**src/rtl/apb_master_arbiter.sv**
```systemverilog
// Round-robin arbiter in front of an APB3 master: shares one APB bus among NUM_REQ
// requesters, runs SETUP/ACCESS with an optional pready timeout, returns done/err/rdata.
module apb_master_arbiter #(
  parameter int NUM_REQ = 2,
  parameter int AW      = 32,
  parameter int DW      = 32,
  parameter int TIMEOUT = 16
) (
  input  logic                  pclk,
  input  logic                  rst,
  input  logic [NUM_REQ-1:0]    req,
  input  logic [NUM_REQ*AW-1:0] req_addr,
  input  logic [NUM_REQ-1:0]    req_write,
  input  logic [NUM_REQ*DW-1:0] req_wdata,
  output logic [NUM_REQ-1:0]    done,
  output logic                  err,
  output logic [DW-1:0]         rdata,
  output logic [AW-1:0]         paddr,
  output logic                  pwrite,
  output logic                  psel,
  output logic                  penable,
  output logic [DW-1:0]         pwdata,
  input  logic [DW-1:0]         prdata,
  input  logic                  pready
);

  localparam int IW = (NUM_REQ > 1) ? $clog2(NUM_REQ) : 1;
  localparam int CW = (TIMEOUT > 1) ? $clog2(TIMEOUT) : 1;

  typedef enum logic [1:0] {
    IDLE   = 2'd0,
    SETUP  = 2'd1,
    ACCESS = 2'd2,
    DONE   = 2'd3
  } state_t;

  state_t              state_q, state_d;
  logic [IW-1:0]       rr_ptr_q, rr_ptr_d;
  logic [IW-1:0]       grant_q, grant_d;
  logic [CW-1:0]       cnt_q, cnt_d;
  logic [AW-1:0]       paddr_q, paddr_d;
  logic                pwrite_q, pwrite_d;
  logic [DW-1:0]       pwdata_q, pwdata_d;
  logic                psel_q, psel_d;
  logic                penable_q, penable_d;
  logic [NUM_REQ-1:0]  done_q, done_d;
  logic                err_q, err_d;
  logic [DW-1:0]       rdata_q, rdata_d;

  logic [IW-1:0]       pick_s;
  logic                pick_vld_s;
  logic [IW:0]         sum_s;
  logic [IW:0]         wrap_s;
  logic                timeout_s;

  // Round-robin search: first set request strictly after rr_ptr, wrapping around.
  always_comb begin
    pick_s     = rr_ptr_q;
    pick_vld_s = 1'b0;
    sum_s      = '0;
    wrap_s     = '0;
    for (int k = 1; k <= NUM_REQ; k++) begin
      sum_s      = {1'b0, rr_ptr_q} + (IW+1)'(k);
      wrap_s     = (sum_s >= (IW+1)'(NUM_REQ)) ? (sum_s - (IW+1)'(NUM_REQ)) : sum_s;
      pick_s     = (req[wrap_s[IW-1:0]] && !pick_vld_s) ? wrap_s[IW-1:0] : pick_s;
      pick_vld_s = pick_vld_s | req[wrap_s[IW-1:0]];
    end
  end

  assign timeout_s = (TIMEOUT != 0) && !pready && (cnt_q == CW'(TIMEOUT - 1));

  // State register and all registered outputs.
  always_ff @(posedge pclk) begin
    if (rst) begin
      state_q   <= IDLE;
      rr_ptr_q  <= IW'(NUM_REQ - 1);
      grant_q   <= '0;
      cnt_q     <= '0;
      paddr_q   <= '0;
      pwrite_q  <= 1'b0;
      pwdata_q  <= '0;
      psel_q    <= 1'b0;
      penable_q <= 1'b0;
      done_q    <= '0;
      err_q     <= 1'b0;
      rdata_q   <= '0;
    end else begin
      state_q   <= state_d;
      rr_ptr_q  <= rr_ptr_d;
      grant_q   <= grant_d;
      cnt_q     <= cnt_d;
      paddr_q   <= paddr_d;
      pwrite_q  <= pwrite_d;
      pwdata_q  <= pwdata_d;
      psel_q    <= psel_d;
      penable_q <= penable_d;
      done_q    <= done_d;
      err_q     <= err_d;
      rdata_q   <= rdata_d;
    end
  end

  // Next-state logic.
  always_comb begin
    state_d = state_q;
    case (state_q)
      IDLE:    state_d = pick_vld_s ? SETUP : IDLE;
      SETUP:   state_d = ACCESS;
      ACCESS:  state_d = (pready || timeout_s) ? DONE : ACCESS;
      DONE:    state_d = IDLE;
      default: state_d = IDLE;
    endcase
  end

  // Output and datapath next values; APB strobes follow the state being entered.
  always_comb begin
    rr_ptr_d  = rr_ptr_q;
    grant_d   = grant_q;
    cnt_d     = cnt_q;
    paddr_d   = paddr_q;
    pwrite_d  = pwrite_q;
    pwdata_d  = pwdata_q;
    done_d    = '0;
    err_d     = 1'b0;
    rdata_d   = '0;
    psel_d    = (state_d == SETUP) || (state_d == ACCESS);
    penable_d = (state_d == ACCESS);
    case (state_q)
      IDLE: begin
        if (pick_vld_s) begin
          rr_ptr_d = pick_s;
          grant_d  = pick_s;
          paddr_d  = req_addr[pick_s*AW +: AW];
          pwrite_d = req_write[pick_s];
          pwdata_d = req_wdata[pick_s*DW +: DW];
        end else begin
          rr_ptr_d = rr_ptr_q;
        end
      end
      SETUP: cnt_d = '0;
      ACCESS: begin
        if (pready) begin
          done_d  = {{(NUM_REQ-1){1'b0}}, 1'b1} << grant_q;
          rdata_d = pwrite_q ? '0 : prdata;
        end else if (timeout_s) begin
          done_d = {{(NUM_REQ-1){1'b0}}, 1'b1} << grant_q;
          err_d  = 1'b1;
        end else begin
          cnt_d = cnt_q + CW'(1);
        end
      end
      DONE:    cnt_d = cnt_q;
      default: cnt_d = '0;
    endcase
  end

  assign done    = done_q;
  assign err     = err_q;
  assign rdata   = rdata_q;
  assign paddr   = paddr_q;
  assign pwrite  = pwrite_q;
  assign pwdata  = pwdata_q;
  assign psel    = psel_q;
  assign penable = penable_q;

endmodule
```
**config.mk**
```make
export PLATFORM = sky130hd
export DESIGN_NAME = apb_master_arbiter
export DESIGN_NICKNAME = d
export VERILOG_FILES = /design/src/rtl/apb_master_arbiter.sv
export SDC_FILE = /design/constraint.sdc
export NUM_CORES = 1
export LEC_CHECK = 0
export BUFFER_PORTS_ARGS = -buffer_cell sky130_fd_sc_hd__buf_4
export CAP_MARGIN = 40
export CORE_MARGIN = 4
export CORE_UTILIZATION = 30
export CTS_BUF_LIST = sky130_fd_sc_hd__clkbuf_2 sky130_fd_sc_hd__clkbuf_4 sky130_fd_sc_hd__clkbuf_8
export CTS_CLUSTER_SIZE = 12
export DETAILED_ROUTE_END_ITERATION = 8
export PLACE_DENSITY = 0.58
export SLEW_MARGIN = 10
export SYNTH_ARGS = -nofsm -noshare
export SYNTH_HDL_FRONTEND = slang
export SYNTH_SLANG_ARGS = --single-unit
```
**constraint.sdc**
```tcl
create_clock -name pclk -period 4.4 [get_ports pclk]
set_input_delay 0.88 -clock pclk [delete_from_list [all_inputs] [get_ports pclk]]
set_output_delay 0.88 -clock pclk [all_outputs]
set_load 0.005 [all_outputs]
```
After elaboration in Yosys (flattened, before gate mapping)
Index checks and enable logic that the tools add are counted.
Storage, ports and cells
  memories: 0
  bits of input ports: 167
  RAM bits: 0
  bits in latches: 0
  register bits: 110
  memory bits (read-only): 0
  output and inout bits: 102
  word-level logic and storage cells: 68
Cells by class
  add/subtract/negate cells: 5
  reduce and logical (&&, ||, !) cells: 13
  shift operators: 3
  divide/modulo/power cells: 0
  equal/unequal tests: 8
  order comparisons: 5
  multipliers: 0
  bitwise gates (word level): 3
  mux-type cells: 19
Operators with widths (count)
  64-bit by 7-bit variable part select with 32-bit output: 2
  1-bit two-way mux: 13
  4-bit two-way mux: 2
  2-bit one-hot mux with 4 select lines: 1
  4-bit one-hot mux with 2 select lines: 1
  2-bit equality test (second input constant): 3
  1-bit by 2-bit less-than comparator with 1-bit output (second input constant): 3
  4-bit by 1-bit adder with 4-bit output (second input constant): 1
  2-bit by 1-bit equality test with 1-bit output (second input constant): 2
  4-bit equality test (second input constant): 1
  2-bit greater-or-equal comparator (second input constant): 2
  2-bit two-way mux: 2
  2-bit inequality test (second input constant): 2
  4-bit OR reduction: 1
  3-bit AND reduction: 1
  3-bit OR reduction: 1
  1-bit by 1-bit adder with 2-bit output (second input constant): 1
  1-bit by 2-bit adder with 2-bit output (second input constant): 1
  1-bit logical AND: 2
  1-bit zero test: 2
  2-bit zero test: 1
  1-bit logical OR: 2
  1-bit inverter: 2
  2-bit AND reduction: 1
  5 further kinds: 6

Longest topological paths before layout
  word-level depth: 10
  gate-level depth with buffers: 8
  mapped depth without buffers: 6

Worst setup path after synthesis
Ideal clock, no wire load.
  path type: input to register
  start point: input req[1]
  end point: register rr_ptr_q
  cell stages on the path: 5
  buffers on the path: 2
  data required time: 4278 ps
  path slack: 2640 ps
  setup time: 122 ps
  arrival time: 1637 ps
  path through: or2_2 > buf_4 > buf_4 > nand3_1 > nand3b_1
On the way
  cells in the longest elaborated chain, start to end: 5
  elaborated cells between the ends (all ways): 10
  those cells by class: 6 x mux; 1 x bitwise; 3 x reduce/logical
Ends and longest elaborated chain
  start: declaration: RTL line 11  | input logic [NUM_REQ-1:0] req,
  1-bit two-way mux (not written as such) (2 in series): RTL line 65, 66
  1-bit zero test: RTL line 65  | pick_s = (req[wrap_s[IW-1:0]] && !pick_vld_s) ? wrap_s[IW-1:0] : pick_s;
  1-bit logical AND: RTL line 65
  1-bit two-way mux: RTL line 65
  end signal: assignment: RTL line 76  | rr_ptr_q <= IW'(NUM_REQ - 1);
  end signal: assignment: RTL line 89  | rr_ptr_q <= rr_ptr_d;
  end: declaration: RTL line 38  | logic [IW-1:0] rr_ptr_q, rr_ptr_d;
Parallel ways exist; a longest one is shown, timed or not. The select of a mux whose other input is x is not followed.
A chain may end at the register's enable or synchronous reset.

Final worst setup path
  start point: input req[1]
  end point: register paddr_q[18], in the netlist paddr[18]
On the way
  cells in the longest elaborated chain, start to end: 6
  elaborated cells between the ends (all ways): 11
  those cells by class: 1 x shift; 6 x mux; 1 x bitwise; 3 x reduce/logical
Ends and longest elaborated chain
  1-bit two-way mux (not written as such) (2 in series): RTL line 65, 66
  1-bit zero test: RTL line 65
  1-bit logical AND: RTL line 65
  1-bit two-way mux: RTL line 65
  64-bit by 7-bit variable part select with 32-bit output: RTL line 133  | paddr_d = req_addr[pick_s*AW +: AW];
  end signal: assignment: RTL line 92  | paddr_q <= paddr_d;
  end: declaration: RTL line 41  | logic [AW-1:0] paddr_q, paddr_d;
Parallel ways exist; a longest one is shown, timed or not. The select of a mux whose other input is x is not followed.

==> flow_summary_export.csv <==
group,metric,value,unit
outcome,outcome,"finished clean",
clocking,clock_sinks,110,
synth,ys.flop_type,"dfxtp_1",
synth,ys_seq_area_frac,0.489,
placed_design,dp_hpwl,12.0,mm
pwr,clock_power_share,0.230,
timing,maxSlewHeadroom,0.438,
drt,drtIter0Drc,260,
drt,vias,4793,
layout,finalInstanceArea,6820,sq um
pwr,p_leak,3.02,nW
worst_setup_path,slowest_stage,"nor2_4",
worst_setup_path,path_cells,"buf_4 -> nor2_4 -> buf_4 -> o21ai_0 -> a311oi_1",
die,ios,269,
timing,fin_tns_setup,0,ns
grt,grt_max_degree,79,
drt,dr.pass1.iters,6,
pwr,p_switching,828,uW
die,fp.dieArea,17000,sq um
worst_setup_path,end_kind,"flop",
worst_setup_path,r2r_end,"paddr[19]",
synth,synth_xor_area_frac,0,
die,rows,44,
worst_hold_path,hold_class,"reg2reg",
worst_setup_path,path_max_fanout,33,
placed_design,io_buffers,268,
grt,grt_first_pass_wirelength,24.0,mm
layout,diodes,0,
pwr,p_total,2.60,mW
clocking,htree_levels,3,
clocking,clkSlewWorstSetupHoldPaths,0.11,ns
pwr,p_int,1.77,mW
timing,fin_crit_sh,0.504,
die,start_util,0.308,
timing,max_freq,451,MHz
placed_design,place_area,6630,sq um
die,die_w,131,um
grt,antenna_found_initial,0,
synth,synth-seq-cells,110,
drt,route.detailed.drc,0,
worst_setup_path,critPathCapture,"paddr[18]",
worst_setup_path,crit_arrival,2.49,ns
synth,synth_compound_area_frac,0.217,
clocking,cts_buffer_depth,2,
pwr,p_per_area,381,nW/um^2
die,dieHeight,131,um
grt,overflow,0,
timing,tightest_slew,0.842,ns
grt,grt_pass1_vias,4681,
synth,synth_adder_area_share,0.0167,
die,core_region_area,14600,sq um
pwr,seqPwrFrac,0.462,
clocking,holdBufCountCts,0,
pwr,pwr-share-comb,0.308,
layout,nets,916,
synth,synthesis.area,4510,sq um
timing,hold_viol,0,
layout,fin_util,0.466,
synth,synth_top_family_by_area,"compound AO/OA/AOI/OAI gates",
pwr,worst_ir_drop_vdd,0.000146,V
layout,layout-drive-gt1-share,0.402,
worst_setup_path,path_class,"in2reg",
synth,yosysWarnings,0,
worst_setup_path,startpoint,"req[1]",
worst_setup_path,required,4.68,ns
synth,synth_edf_count,0,
clocking,cts_tree,"done",
worst_setup_path,max_stage_delay,0.53,ns
timing,setup_violations,0,
clocking,cts_made_buffers,9,
layout,n_fill_cell,1451,
worst_setup_path,reg2reg_depth,7,
layout,areaGrowthSynthToFinish,51.3,%
timing,skew,0.00851,ns
clocking,ctsResizeCount,0,
drt,via_per_inst,5.14,
clocking,post-cts-setup-buffers,0,
worst_setup_path,rrSetupSlack,2.21,ns
clocking,root_buffer,"clkbuf_8",
flow_run,drv_cap,0,
worst_setup_path,cp-start-kind,"input pin",
timing,maxSlewViolCount,0,
synth,synthArstFlopShare,0,
drt,wl,16.1,mm
placed_design,place_congestion,0.823,
timing,min_period,2.22,ns
synth,synthMuxAreaShare,0,
drt,routedWlPerCell,17.2,um
clocking,clk_latency,0.37,ns
worst_setup_path,r2r-start,"state_q[0]",
synth,synth.net_count,682,
worst_setup_path,crit_top_cell,"buf_4",
pwr,p_sw_frac,0.319,
synth,synth_cell_types,34,
synth,synth_cells,509,
synth,syn_area_per_cell,8.85,sq um
synth,synth-simple-area-share,0.212,
timing,rsz0062_at_grt,"no",
grt,grt_util_all_layers,0.177,
drt,postRouteAntennaNets,0,
power by group through the flow:
stage	logic (mW)	registers (mW)	clock network [mW]
2_1_floorplan	0.400	1.22	0
3_3_place_gp	0.765	1.22	0
3_5_place_dp	0.808	1.22	0
4_1_cts	0.809	1.20	0.621
5_1_grt	0.893	1.22	0.653
6_report	0.800	1.20	0.598
worst min-delay path by stage:
stage	start	end	slack [ns]	cells after the start
2_1_floorplan	grant_q	done[0]	0.42	1
3_3_place_gp	grant_q	done[0]	0.44	1
3_5_place_dp	grant_q	done[0]	0.46	1
4_1_cts	grant_q	done[0]	0.47	1
5_1_grt	grant_q	done[1]	0.49	2
6_report	grant_q	done[0]	0.48	1
routing by layer:
metal  part of all wire  track usage  vias up
li1                   -            -     2314
met1               0.38        0.206     2228
met2               0.50        0.309      227
met3              0.094       0.0476       24
met4              0.022       0.0702        0
met5                  0            0        -
logic make-up (layout without fill, tap and decap cells):
family	count (synthesis)	in the layout
DFF	110	110
adders and majority gates	6	6
and+or+nand+nor	191	191
AOI/OAI and AO/OA	143	143
buffers and inverters	59	298
metrics by stage:
step / hold slack [ns] / cells / setup slack, ns
final: 0.476 / 932 / 2.18
after global routing: 0.490 / 932 / 1.96
after CTS: 0.472 / 932 / 2.19
after detailed placement: 0.456 / 916 / 1.81
after global placement: 0.443 / 911 / 1.75
after floorplan: 0.424 / 509 / 2.64
final cells by class:
class	count	area [sq um]	area share
clock inverter	5	40.0	0.00587
timing repair buffer	278	2160	0.316
clock buffer	11	151	0.0222
multi-input combinational	340	2020	0.297
tap	184	230	0.0338
inverter	4	15.0	0.00220
sequential	110	2200	0.323
critical path: cells and delay by family:
kind | cells | cell delay, ns
simple gates | 1 | 0.53
compound gates | 2 | 0.49
buf+inv | 2 | 0.57
layout by cell type (no fill, tap or decap), types with 3 or more instances in the layout:
cell type | synthesis | routed
a311oi_1 | 65 | 65
and2_1 | 33 | 32
nor2_1 | 69 | 68
ha_1 | 6 | 6
inv_1 | 3 | 3
clkbuf_8 | 0 | 11
buf_4 | 9 | 273
nor2b_1 | 3 | 3
dfxtp_1 | 110 | 110
o211ai_1 | 3 | 3
a21oi_1 | 4 | 4
o21ai_0 | 57 | 57
clkinvlp_4 | 0 | 3
o21ai_1 | 10 | 10
nand3_1 | 69 | 69
state kept, by name, indices dropped and copies added (netlist names):
name	cells
err	1
pwdata	32
rdata	32
grant_q	1
psel	1
cnt_q	4
rr_ptr_q	1
paddr	32
pwrite	1
done	2
state_q	2
penable	1
synth_stat cells (all sizes together), types with 3 or more instances:
library cell    n  area, sq um
and2           33          206
clkbuf         20         81.3
nand3          69          345
a311oi         65          569
dfxtp         110         2200
o211ai          3         22.5
buf            35          203
a21oi           4         20.0
nor2           69          259
o21ai          67          335
ha              6         75.1
inv             4         15.0
nor2b           3         18.8
nand2           3         11.3
No activity file was read; power rests on OpenSTA's default activity.
